## config.mk

```make
export PLATFORM = sky130hd
export DESIGN_NAME = parity_frame_tx
export DESIGN_NICKNAME = d
export VERILOG_FILES = /design/src/rtl/parity_pkg.sv /design/src/rtl/parity_gen.sv /design/src/rtl/parity_frame_tx.sv
export SDC_FILE = /design/constraint.sdc
export NUM_CORES = 1
export LEC_CHECK = 0
export ABC_AREA = 1
export CAP_MARGIN = 0
export CORE_MARGIN = 8
export CORE_UTILIZATION = 50
export CTS_CLUSTER_SIZE = 8
export DETAILED_ROUTE_END_ITERATION = 16
export PLACE_DENSITY = 0.76
export SYNTH_ARGS = -nofsm -noshare
export SYNTH_HDL_FRONTEND = slang
export SYNTH_SLANG_ARGS = --single-unit
export TNS_END_PERCENT = 50
```

## constraint.sdc

```tcl
create_clock -name clk -period 1.8 [get_ports clk]
set_input_delay 0.27 -clock clk [delete_from_list [all_inputs] [get_ports clk]]
set_output_delay 0.27 -clock clk [all_outputs]
set_load 0.1 [all_outputs]
```

## src/rtl/parity_pkg.sv

```systemverilog
// Shared definitions for the parity frame transmitter and the downstream parity checker.
package parity_pkg;

  typedef enum logic [1:0] {
    IDLE = 2'd0,
    DATA = 2'd1,
    PAR  = 2'd2,
    GAP  = 2'd3
  } state_t;

  localparam logic PARITY_EVEN = 1'b0;
  localparam logic PARITY_ODD  = 1'b1;

  localparam int DEFAULT_DATA_W = 8;

endpackage

```

## src/rtl/parity_gen.sv

```systemverilog
// Parity bit for one word: reduction XOR of the data, folded with the mode and an error-inject flip.
module parity_gen
  import parity_pkg::*;
#(
  parameter int DATA_W = DEFAULT_DATA_W
) (
  input  logic [DATA_W-1:0] i_data,
  input  logic              i_mode,
  input  logic              i_err_inject,
  output logic              o_parity
);

  assign o_parity = (^i_data) ^ i_mode ^ i_err_inject;

endmodule

```

## src/rtl/parity_frame_tx.sv

```systemverilog
// Serial frame transmitter: word sent LSB-first, then a parity bit, then a valid-low gap
// so the downstream checker resynchronises its bit counter on every frame.
module parity_frame_tx
  import parity_pkg::*;
#(
  parameter int DATA_W     = DEFAULT_DATA_W,
  parameter int GAP_CYCLES = 1,
  parameter int CNT_W      = 16
) (
  input  logic              clk,
  input  logic              reset,
  input  logic [DATA_W-1:0] in_data,
  input  logic              in_valid,
  output logic              in_ready,
  input  logic              mode,
  input  logic              err_inject,
  output logic              data_out,
  output logic              valid_out,
  output logic              busy,
  output logic [CNT_W-1:0]  frame_cnt
);

  localparam int BC_W = $clog2(DATA_W + 1);
  localparam int GC_W = (GAP_CYCLES > 1) ? $clog2(GAP_CYCLES) : 1;
  localparam logic [BC_W-1:0] LAST_BIT = BC_W'(DATA_W);
  localparam logic [GC_W-1:0] LAST_GAP = GC_W'(GAP_CYCLES - 1);

  state_t            r_state;
  logic [DATA_W-1:0] r_shift;
  logic              r_parity;
  logic [BC_W-1:0]   r_bit_cnt;
  logic [GC_W-1:0]   r_gap_cnt;
  logic              r_data_out;
  logic              r_valid_out;
  logic              r_busy;
  logic [CNT_W-1:0]  r_frame_cnt;

  logic w_ready;
  logic w_accept;
  logic w_parity;

  parity_gen #(
    .DATA_W(DATA_W)
  ) u_parity_gen (
    .i_data      (in_data),
    .i_mode      (mode),
    .i_err_inject(err_inject),
    .o_parity    (w_parity)
  );

  // Ready in the final gap cycle lets a held in_valid run frames back to back.
  assign w_ready  = (r_state == IDLE) || ((r_state == GAP) && (r_gap_cnt == LAST_GAP));
  assign w_accept = in_valid && w_ready;

  always_ff @(posedge clk or negedge reset) begin
    if (!reset) begin
      r_state     <= IDLE;
      r_shift     <= '0;
      r_parity    <= 1'b0;
      r_bit_cnt   <= '0;
      r_gap_cnt   <= '0;
      r_data_out  <= 1'b0;
      r_valid_out <= 1'b0;
      r_busy      <= 1'b0;
      r_frame_cnt <= '0;
    end else begin
      r_data_out  <= 1'b0;
      r_valid_out <= 1'b0;
      case (r_state)
        IDLE, GAP: begin
          if ((r_state == GAP) && (r_gap_cnt != LAST_GAP)) begin
            r_gap_cnt <= r_gap_cnt + 1'b1;
          end else if (w_accept) begin
            // Bit 0 goes straight to the output register; the rest wait in the shifter.
            r_state     <= DATA;
            r_shift     <= in_data >> 1;
            r_parity    <= w_parity;
            r_bit_cnt   <= BC_W'(1);
            r_data_out  <= in_data[0];
            r_valid_out <= 1'b1;
            r_busy      <= 1'b1;
          end else begin
            r_state <= IDLE;
            r_busy  <= 1'b0;
          end
        end
        DATA: begin
          r_valid_out <= 1'b1;
          if (r_bit_cnt == LAST_BIT) begin
            r_data_out  <= r_parity;
            r_state     <= PAR;
            r_frame_cnt <= r_frame_cnt + 1'b1;
          end else begin
            r_data_out <= r_shift[0];
            r_shift    <= r_shift >> 1;
            r_bit_cnt  <= r_bit_cnt + 1'b1;
          end
        end
        PAR: begin
          r_state   <= GAP;
          r_gap_cnt <= '0;
        end
        default: begin
          r_state <= IDLE;
          r_busy  <= 1'b0;
        end
      endcase
    end
  end

  assign in_ready  = w_ready;
  assign data_out  = r_data_out;
  assign valid_out = r_valid_out;
  assign busy      = r_busy;
  assign frame_cnt = r_frame_cnt;

endmodule

```

======== After elaboration in Yosys (flattened, before gate mapping) ========
Cells that the tools add are included.
word-level totals
  register bits ........................... 35
  input port bits ......................... 13
  output and inout port bits .............. 20
  word-level logic and storage cells ...... 61
cells by class
  $add $sub $neg .......................... 3
  equality and inequality tests ........... 9
  multiplexer cells ....................... 21
  bitwise operators ....................... 4
  reductions and logical operators ........ 15
operators with widths
  kind                   number
  $mux 8                 3
  $add 16x1->16 const B  1
  $pmux 8 s2             1
  $mux 4                 3
  $ne 2x2->1 const B     5
  $pmux 4 s2             1
  $reduce_and 2->1       4
  $reduce_xor 8->1       1
  $mux 1                 7
  $pmux 1 s2             3
  $pmux 2 s3             1
  $add 4x1->4 const B    1
  $eq 2x2->1 const B     2
  $eq 4x4->1 const B     1
  $mux 2                 2
  $reduce_and 4->1       1
  $reduce_bool 2->1      2
  $logic_and 1x1->1      3
  $reduce_and 3->1       1
  $eq 2x1->1 const B     1
  $logic_not 2->1        1
  $not 1->1              2
  $reduce_or 2->1        1
  $xor 1x1->1            2
  2 further kinds        2

======== Logic depth before layout (Yosys ltp) ========
Gate-level depths: netlist of run 1.
  depth in word-level cells ............... 7
  depth in mapped cells ................... 11
  gate-level depth less buffers ........... 11

======== Hierarchy ========
Synthesis of run 1 repeated with hierarchy kept, for this count alone.
unflattened totals
  cell total of the unflattened synthesis .. 267
  area, all modules ....................... 1983.2 um^2
by module, submodules not included
  module           times used  cells each  area each (um^2)  sequential area each (um^2)
  parity_frame_tx  1           223         1790.5            850.8
  parity_gen       1           44          192.7             0.0

======== Least setup slack after synthesis of run 1 ========
Ideal clock, no wire load.
  path type ............................... register to register
  start point ............................. register r_state[1]
  end point ............................... register r_shift[4]
  setup time .............................. 127 ps
  data arrival time ....................... 2733 ps
  required time ........................... 1673 ps
  setup slack ............................. -1059 ps
  stages on the path, launching flop included .. 10
  buffers on the path ..................... 1
  clock period less this slack ............ 2859 ps
  cells stage by stage .................... dfrtp_1 -> ha_1 -> inv_1 -> o21ai_1 -> nand2_1 -> nand2_1 -> nand2_2 -> buf_4 -> nand2_1 -> o21ai_0
between the ends
  word-level cells in the longest chain between the ends .. 6
  elaborated cells on any way between the ends .. 14
  classes of those cells .................. eq/ne (5); mux (1); reduce/logical (8)
ends and longest elaborated chain
  what                                   RTL line               source
  start: declaration                     parity_frame_tx.sv:28  state_t r_state;
  start signal: assignment               parity_frame_tx.sv:57  r_state <= IDLE;
  start signal: assignment               parity_frame_tx.sv:75  r_state <= DATA;
  start signal: assignment               parity_frame_tx.sv:83  r_state <= IDLE;
  $eq 2x2->1                             parity_frame_tx.sv:52  assign w_ready = (r_state == IDLE) || ((r_state == GAP) && (r_gap_cnt == LAST_GAP));
  $logic_and 1x1->1                      parity_frame_tx.sv:52
  $logic_or 1x1->1 (*)                   parity_frame_tx.sv:52
  named net in_ready                     parity_frame_tx.sv:14  output logic in_ready,
  $logic_and 1x1->1 (*)                  parity_frame_tx.sv:53  assign w_accept = in_valid && w_ready;
  $ne 2x2->1 (no source line) (*)        -
  $reduce_and 4->1 (no source line) (*)  -
  end signal: assignment                 parity_frame_tx.sv:76  r_shift <= in_data >> 1;
  end signal: assignment                 parity_frame_tx.sv:95  r_shift <= r_shift >> 1;
  end: declaration                       parity_frame_tx.sv:29  logic [DATA_W-1:0] r_shift;
The timed path passes the listed nets; every way through them passes the cells marked *.
A chain may end at the register's enable or synchronous reset.

======== Final worst setup path of run 1 ========
  start point ............................. register r_bit_cnt[0]
  end point ............................... register r_frame_cnt[15], in the netlist frame_cnt[15]
between the ends
  word-level cells in the longest chain between the ends .. 2
ends and longest elaborated chain
  what                               RTL line               source
  start: declaration                 parity_frame_tx.sv:31  logic [BC_W-1:0] r_bit_cnt;
  start signal: assignment           parity_frame_tx.sv:96  r_bit_cnt <= r_bit_cnt + 1'b1;
  $eq 4x4->1                         parity_frame_tx.sv:89  if (r_bit_cnt == LAST_BIT) begin
  $reduce_and 2->1 (no source line)  -
  end signal: assignment             parity_frame_tx.sv:92  r_frame_cnt <= r_frame_cnt + 1'b1;
  end: declaration                   parity_frame_tx.sv:36  logic [CNT_W-1:0] r_frame_cnt;
No other way between the ends.

==> results of run 1 <==
==> cells in the mapped netlist, drive strengths merged <==
library cell / count
inv: 35
nand2: 66
or2: 1
dfrtp: 34
a31oi: 1
o21ai: 16
nor4: 1
mux2i: 1
nand3: 10
nor2: 22
nand3b: 2
nand4: 4
buf: 3
xnor2: 3
a21oi: 10
nor3: 6
ha: 7
xor2: 12
==> cell families after synthesis <==
| group | count (synthesis) | share of synthesized area, % |
|---|---|---|
| multiplexers | 1 | 0.525 |
| flip-flops | 34 | 44.6 |
| adder cells (fa/ha/maj) | 7 | 4.59 |
| AND/OR/NAND/NOR | 112 | 28.4 |
| XOR/XNOR | 15 | 6.89 |
| AO/OA/AOI/OAI | 27 | 7.15 |
| buffers and inverters | 38 | 7.87 |
==> per-layer routing <==
layer	up-vias	wire [microns]
li1	818	-
met2	36	2140
met4	0	43
met5	-	0
met3	6	217
met1	704	1720
==> layout make-up <==
class	count	area, sq um
well taps	48	60.1
flip-flops and latches	34	856
fillers	255	1010
clock buffers	5	68.8
inverters	35	131
multi-input cells	162	941
repair buffers	37	520
clock inverters	3	68.8
==> worst reg2reg max path: cells and delay by family, from the launching register on <==
family / cells / cell delay [ps]
buffers and inverters: 1 / 100
and+or+nand+nor: 7 / 890
adders and majority gates: 1 / 210
DFF: 1 / 400
==> flip-flops by register name, summed over array words and instances, names as in the netlist <==
register,cells
r_state,2
data_out,1
r_bit_cnt,4
valid_out,1
r_shift,7
frame_cnt,16
busy,1
r_gap_cnt,1
r_parity,1
==> final timing paths <==
path                                   start             to  slack (ps)  depth (start not counted)
worst min register to register          busy           busy         480                          2
min in group clk                        busy           busy         480                          2
worst max register to register  r_bit_cnt[0]  frame_cnt[15]         100                          9
worst max-delay path            r_bit_cnt[0]  frame_cnt[15]         100                          9
worst min-delay path                   reset   r_bit_cnt[1]         380                          2
max in group asynchronous              reset   frame_cnt[0]        1100                          2
==> power by group <==
group	switching, mW	internal [mW]	total, mW
Combinational	1.12	0.566	1.68
Sequential	0.125	0.950	1.08
Clock	0.295	0.555	0.850
Total	1.54	2.07	3.61
==> stage by stage <==
stage | hold WS (ps) | setup slack (ps) | setup TNS [ps]
floorplan | -25.6 | -75.0 | -872
global placement | 456 | 212 | 0
detailed placement | 467 | 122 | 0
CTS | 388 | 84.7 | 0
global route | 405 | -20.8 | -20.8
finish | 376 | 100 | 0
==> what timing repair did <==
item | 4_1_cts | 5_1_grt
resized for setup | 0 | 4
setup endpoints to repair | 0 | 2
buffers inserted | 0 | 2
==> impl_metrics.yaml, run 1 <==
outcome:
  status: "complete, no violations"
power:
  p_total_mw: 3.61
  peakVddDrop_mv: 1.17
  powerDensity_nw_per_um2: 1360
  leakage_nw: 1.29
critical_path:
  crit_path_max_fanout: 7
  critPathBufInv: 1
  crit_type: "reg2reg"
  cp-end-kind: "flip-flop"
  crit_chain: "inv_1 > ha_2 > nand4_4 > nor3_4 > nand2_4 > nor2_4 > nand2_1 > nand2_1 > nand2_1"
  critPathRequiredTime_ps: 1990
  worstPathArrival_ps: 1890
  critPathMaxStageDelay_ps: 400
  cpLargestDelayFamily: "simple AND/OR/NAND/NOR gates"
  crit_top_cell: "nand2_1"
  cp_slowest_cell: "dfrtp_1"
  start_kind: "flip-flop"
global_routing:
  gr-total-overflow: 0
  first_global_vias: 1537
  grt_pass1_wl_microns: 7070
  grt.busiest_layer: "met2"
  antenna_found_initial: 0
  globalRouteTotalUtil_pct: 14.5
  grtUsageMet3_pct: 5.65
  grt_max_degree: 35
  use_met2_pct: 25.6
  grt_use_met1_pct: 15.2
synthesis:
  syn_nets: 254
  synthCells: 234
  synth_cell_types: 29
  ys_seq_area_share_pct: 44.6
  yosys_warnings: 0
  synth_area_leaders: "dfrtp_1 (45%), nand2_1 (13%), inv_1 (6.7%), xor2_1 (5.5%), ha_1 (4.6%)"
  syn-cell-area_sq_um: 1910
  syn_avg_cell_area_sq_um: 8.15
  ys_ff_latch: 34
  yosysTopAreaCell: "dfrtp_1"
  synth_top_area_share_pct: 44.6
cts:
  clk_pin_slew_ps: 80
  holdBufCountCts: 0
  numCtsBuffers: 5
  cts_tree: "yes"
  cts_buffer_depth: 2
  cts-root-buf: "clkbuf_8"
  htreeDepth: 2
  clkLatencyLatePin_ps: 290
  cts.sinks: 34
flow_run:
  maxCapViolCount: 0
sta:
  fin_crit_sh_pct: 94.4
  worst_pin_slew_ps: 435
  setup_viol: 0
  fin_crit_ps: 1700
  max_freq_ghz: 0.588
  hold_viol: 0
  relSlewSlack_pct: 70.7
  clock_skew_ps: 8.84
  report.final.slew_viol_count: 0
floorplan:
  die_area_sq_um: 6050
  io_pins: 33
  core_area_sq_um: 3660
  dieWidth_microns: 77.8
  initial_core_util_pct: 52.1
  rows: 22
  fp.dieH_microns: 77.8
place:
  port_buffers: 32
  dpl_cell_area_sq_um: 2480
  gp_congestion: 0.852
  dp.cells: 314
  dpl.hpwl_microns: 3150
cells_and_area:
  layout-drive-gt1-share_pct: 20.7
  stdcell_count: 324
  diodes: 0
  nets: 295
  design_area_sq_um: 2650
  final_util_pct: 72.3
  layout_common_cells: "nand2_1 (63), inv_1 (32), dfrtp_1 (30)"
  final_common_cell: "nand2_1"
  area_growth_pct: 38.7
route:
  drt_drc_violations_left: 0
  vias_per_cell: 4.83
  wire_per_inst_microns: 12.7
  num_vias: 1564
  ant_nets: 0
  wl_microns: 4120
  firstDrtPassIters: 4
  drt_iter0_drc: 101
hold_path:
  hold_class: "in2async"
No activity file was read; power rests on OpenSTA's default activity.
==> inputs of run 2 (changes only) <==
- clock period: 1.8 -> 2.2 ns (I/O delays scaled with it)
==> impl_metrics.yaml, run 2 (same netlist as run 1, synthesis figures left out) <==
outcome:
  status: "complete, no violations"
place:
  dpl.hpwl_microns: 2980
  post-place-ws_ps: 424
  port_buffers: 32
  gp_congestion: 0.826
sta:
  worst_slack_ps: 395
  fin_crit_ps: 1810
  relSlewSlack_pct: 71.9
  setup_viol: 0
  report.final.slew_viol_count: 0
  rsz0062_at_grt: "false"
  finalSetupTns_ps: 0
  hold_viol: 0
  worst_pin_slew_ps: 422
  clock_skew_ps: 7.19
  max_freq_ghz: 0.554
  fin_crit_sh_pct: 82.0
route:
  drt_iter0_drc: 40
  ant_nets: 0
  firstDrtPassIters: 4
  vias_per_cell: 4.78
  wire_per_inst_microns: 11.8
  wl_microns: 3790
  drt_drc_violations_left: 0
  num_vias: 1534
power:
  leakage_nw: 1.23
  peakVddDrop_mv: 0.596
  powerDensity_nw_per_um2: 1120
critical_path:
  reg2reg_depth: 9
  worstPathArrival_ps: 1970
  cp-end-kind: "flip-flop"
  crit_type: "reg2reg"
  reg2reg_from: "r_bit_cnt[0]"
  rr_endpoint: "r_bit_cnt[1]"
  crit_path_max_fanout: 16
  rrSetupSlack_ps: 390
  start_kind: "flip-flop"
  critPathRequiredTime_ps: 2370
cts:
  clk_pin_slew_ps: 70
  htreeDepth: 2
  cts_setup_buffers: 0
  cts_tree: "yes"
  cts_buffer_depth: 2
  cts.sinks: 34
  numCtsBuffers: 5
  cts_resized: 0
  holdBufCountCts: 0
  clkLatencyLatePin_ps: 290
  cts-root-buf: "clkbuf_8"
flow_run:
  maxCapViolCount: 0
floorplan:
  initial_core_util_pct: 52.1
  io_pins: 33
  core_area_sq_um: 3660
  die_area_sq_um: 6050
  fp.dieH_microns: 77.8
  dieWidth_microns: 77.8
  rows: 22
cells_and_area:
  final_common_cell: "nand2_1"
  layout_common_cells: "nand2_1 (64), inv_1 (34), dfrtp_1 (34)"
  nets: 292
  layout-drive-gt1-share_pct: 15.8
  nFillCells: 328
  diodes: 0
  largest_register_ffs: 16
  area_growth_pct: 24.1
global_routing:
  globalRouteTotalUtil_pct: 13.7
  grt_max_degree: 35
  grt_pass1_wl_microns: 6720
  antenna_found_initial: 0
  gr-total-overflow: 0
  first_global_vias: 1512
hold_path:
  hold_class: "in2async"
[run 2: cell types whose count changed in the layout (fill, tap and decap cells not counted), moves of 2 or more]
cell	previous run	this run
dfrtp_1	30	34
inv_2	3	1
buf_12	17	1
o21ai_0	8	15
dfrtp_2	4	0
ha_1	3	7
inv_1	32	34
o21ai_1	7	0
clkbuf_8	5	8
bufinv_16	2	0
ha_2	3	0
buf_4	8	21
[run 2: critical path, stage by stage, from the launching register on]
cell	delay, ps
dfrtp_1	400
inv_1	100
ha_1	230
nand4_4	210
inv_2	150
nor3_2	50
nand2_2	200
inv_1	160
nand3_1	90
o21ai_0	90
[run 2: layout make-up]
cell class | count | area (sq um) | area share, %
multi-input cells | 162 | 918 | 38.8
flip-flops and latches | 34 | 851 | 35.9
repair buffers | 34 | 298 | 12.6
inverters | 35 | 131 | 5.55
clock buffers | 8 | 110 | 4.65
well taps | 48 | 60.1 | 2.54
[run 2: how the worst max path moves through the flow]
stage	endpoint	cells after the start	slack [ps]	startpoint
after floorplan	frame_cnt[10]	7	170	frame_cnt[1]
after global placement	r_bit_cnt[0]	9	500	r_bit_cnt[0]
after detailed placement	r_bit_cnt[1]	9	420	r_bit_cnt[0]
after CTS	r_bit_cnt[1]	9	410	r_bit_cnt[0]
after global routing	r_bit_cnt[1]	9	230	r_bit_cnt[0]
final	r_bit_cnt[1]	9	390	r_bit_cnt[0]
[run 2: layer usage]
metal | part of all wire (%) | GRT usage [%]
met1 | 43 | 15.1
met2 | 49 | 23.0
met3 | 6.0 | 5.53
met4 | 1.7 | 5.66
met5 | 0 | 0
[run 2: report_power, final]
part	switching (mW)	total [mW]	internal [mW]	leakage (nW)
combinational	0.877	1.24	0.364	0.726
clock	0.221	0.537	0.316	0.0575
sequential	0.0893	0.865	0.775	0.448
[run 2: through the flow]
step	instance area (sq um)	hold slack, ps	instances	util [%]	power, mW
2_1_floorplan	1920	34.4	234	-	1.83
3_3_place_gp	2260	461	313	61.7	2.09
3_5_place_dp	2260	471	313	61.7	2.13
4_1_cts	2370	465	321	64.7	2.67
5_1_grt	2370	501	321	64.7	2.83
6_report	2370	456	321	64.7	2.64
==> inputs of run 3 (changes only) <==
- clock period: 2.2 -> 1.7 ns (I/O delays scaled with it)
==> impl_metrics.yaml, run 3 (same netlist as run 1, synthesis figures left out) <==
outcome:
  status: "complete, no violations"
cts:
  clk_pin_slew_ps: 70
  cts-root-buf: "clkbuf_8"
  htreeDepth: 2
  cts.sinks: 34
  clkLatencyLatePin_ps: 290
  cts_tree: "yes"
  holdBufCountCts: 0
  numCtsBuffers: 5
  cts_buffer_depth: 2
floorplan:
  initial_core_util_pct: 52.1
  rows: 22
  fp.dieH_microns: 77.8
  dieWidth_microns: 77.8
  io_pins: 33
  core_area_sq_um: 3660
  die_area_sq_um: 6050
critical_path:
  critPathBufInv: 1
  cp_slowest_cell: "dfrtp_1"
  start_kind: "flip-flop"
  worstPathArrival_ps: 1830
  crit_top_cell: "nand2_1"
  crit_type: "reg2reg"
  cpLargestDelayFamily: "simple AND/OR/NAND/NOR gates"
  critPathMaxStageDelay_ps: 380
  crit_path_max_fanout: 5
  cp-end-kind: "flip-flop"
  crit_chain: "inv_1 > ha_2 > nand4_4 > nor3_4 > nand2_4 > nor2_4 > nand2_1 > nand2_1 > nand2_1"
  critPathRequiredTime_ps: 1880
cells_and_area:
  final_common_cell: "nand2_1"
  stdcell_count: 328
  area_growth_pct: 42.0
  diodes: 0
  layout_common_cells: "nand2_1 (63), inv_1 (30), dfrtp_1 (30)"
  nFillCells: 268
  multi_input_area_sq_um: 956
  design_area_sq_um: 2710
  nets: 299
  largest_register_ffs: 16
  layout-drive-gt1-share_pct: 22.1
  register_area_sq_um: 856
sta:
  worst_pin_slew_ps: 434
  report.final.slew_viol_count: 0
  fin_crit_ps: 1650
  max_freq_ghz: 0.606
  relSlewSlack_pct: 71.1
  worst_slack_ps: 48.9
  hold_slack_ps: 373
  setup_viol: 0
  rsz0062_at_grt: "true"
  clock_skew_ps: 6.61
  fin_crit_sh_pct: 97.1
  hold_viol: 0
place:
  port_buffers: 32
  gp_congestion: 0.882
  post-place-ws_ps: 28.1
  dpl_cell_area_sq_um: 2530
  dpl.hpwl_microns: 3300
  dp.cells: 315
flow_run:
  maxCapViolCount: 0
power:
  power_switching_share_pct: 43.1
  clock_power_share_pct: 18.8
  intPower_mw: 2.21
  peakVddDrop_mv: 1.38
  p_seq_share_pct: 29.6
  leakage_nw: 1.32
  p_sw_mw: 1.67
  powerDensity_nw_per_um2: 1430
  p_comb_share_pct: 51.6
route:
  drt_drc_violations_left: 0
  ant_nets: 0
  wl_microns: 4470
  vias_per_cell: 5.06
  firstDrtPassIters: 4
  drt_iter0_drc: 80
  num_vias: 1659
  wire_per_inst_microns: 13.6
global_routing:
  first_global_vias: 1630
  gr-total-overflow: 0
  grt_max_degree: 35
  antenna_found_initial: 0
  grt_pass1_wl_microns: 7450
  globalRouteTotalUtil_pct: 15.0
hold_path:
  hold_class: "in2async"
==> run 3: worst paths after layout <==
kind                                  from  slack [ps]            end  cells past startpoint
worst max-delay path            r_state[1]          50  frame_cnt[15]                      9
worst min-delay path                 reset         370      r_gap_cnt                      2
worst max register to register  r_state[1]          50  frame_cnt[15]                      9
worst min register to register    r_parity         480       r_parity                      2
max in group asynchronous            reset         990   frame_cnt[0]                      2
min in group clk                  r_parity         480       r_parity                      2
==> run 3: timing repair <==
action / CTS / global route
gates resized for setup: 0 / 9
pin swaps: 2 / 3
endpoints found under the hold margin: 0 / 0
buffers inserted: 2 / 3
endpoints found under the setup margin: 2 / 21
gates cloned: 0 / 0
==> run 3: worst register-to-register path: stages (launching register included) <==
cell	delay [ps]
dfrtp_1	380
inv_1	110
ha_2	220
nand4_4	150
nor3_4	310
nand2_4	100
nor2_4	120
nand2_1	60
nand2_1	60
nand2_1	50
==> run 3: final cells by class <==
type,instances,share of cell area [%]
timing repair buffer,41,22.2
tap,48,2.22
multi-input combinational,162,35.3
clock inverter,1,1.11
clock buffer,7,2.82
inverter,35,4.85
sequential,34,31.6
==> run 3: layer usage <==
layer / vias up / track usage [%] / share of wire [%]
met5: - / 0 / 0
met4: 0 / 5.28 / 1.7
met3: 8 / 4.15 / 3.8
met2: 46 / 26.8 / 52
met1: 783 / 16.5 / 42
li1: 822 / - / -
==> run 3: stage by stage <==
stage               power, mW  utilization (%)  setup TNS, ps
floorplan                2.43                -          -2930
global placement         3.02             69.2              0
detailed placement       3.06             69.2              0
CTS                      3.81             72.5              0
global route             4.12             74.0           -209
finish                   3.89             74.0              0
==> run 3: power by group through the flow <==
stage	sequential [mW]	combinational, mW	clock, mW
6_report	1.15	2.00	0.732
3_5_place_dp	1.16	1.90	0
4_1_cts	1.15	1.92	0.737
2_1_floorplan	1.43	0.991	0
5_1_grt	1.17	2.18	0.766
3_3_place_gp	1.15	1.87	0
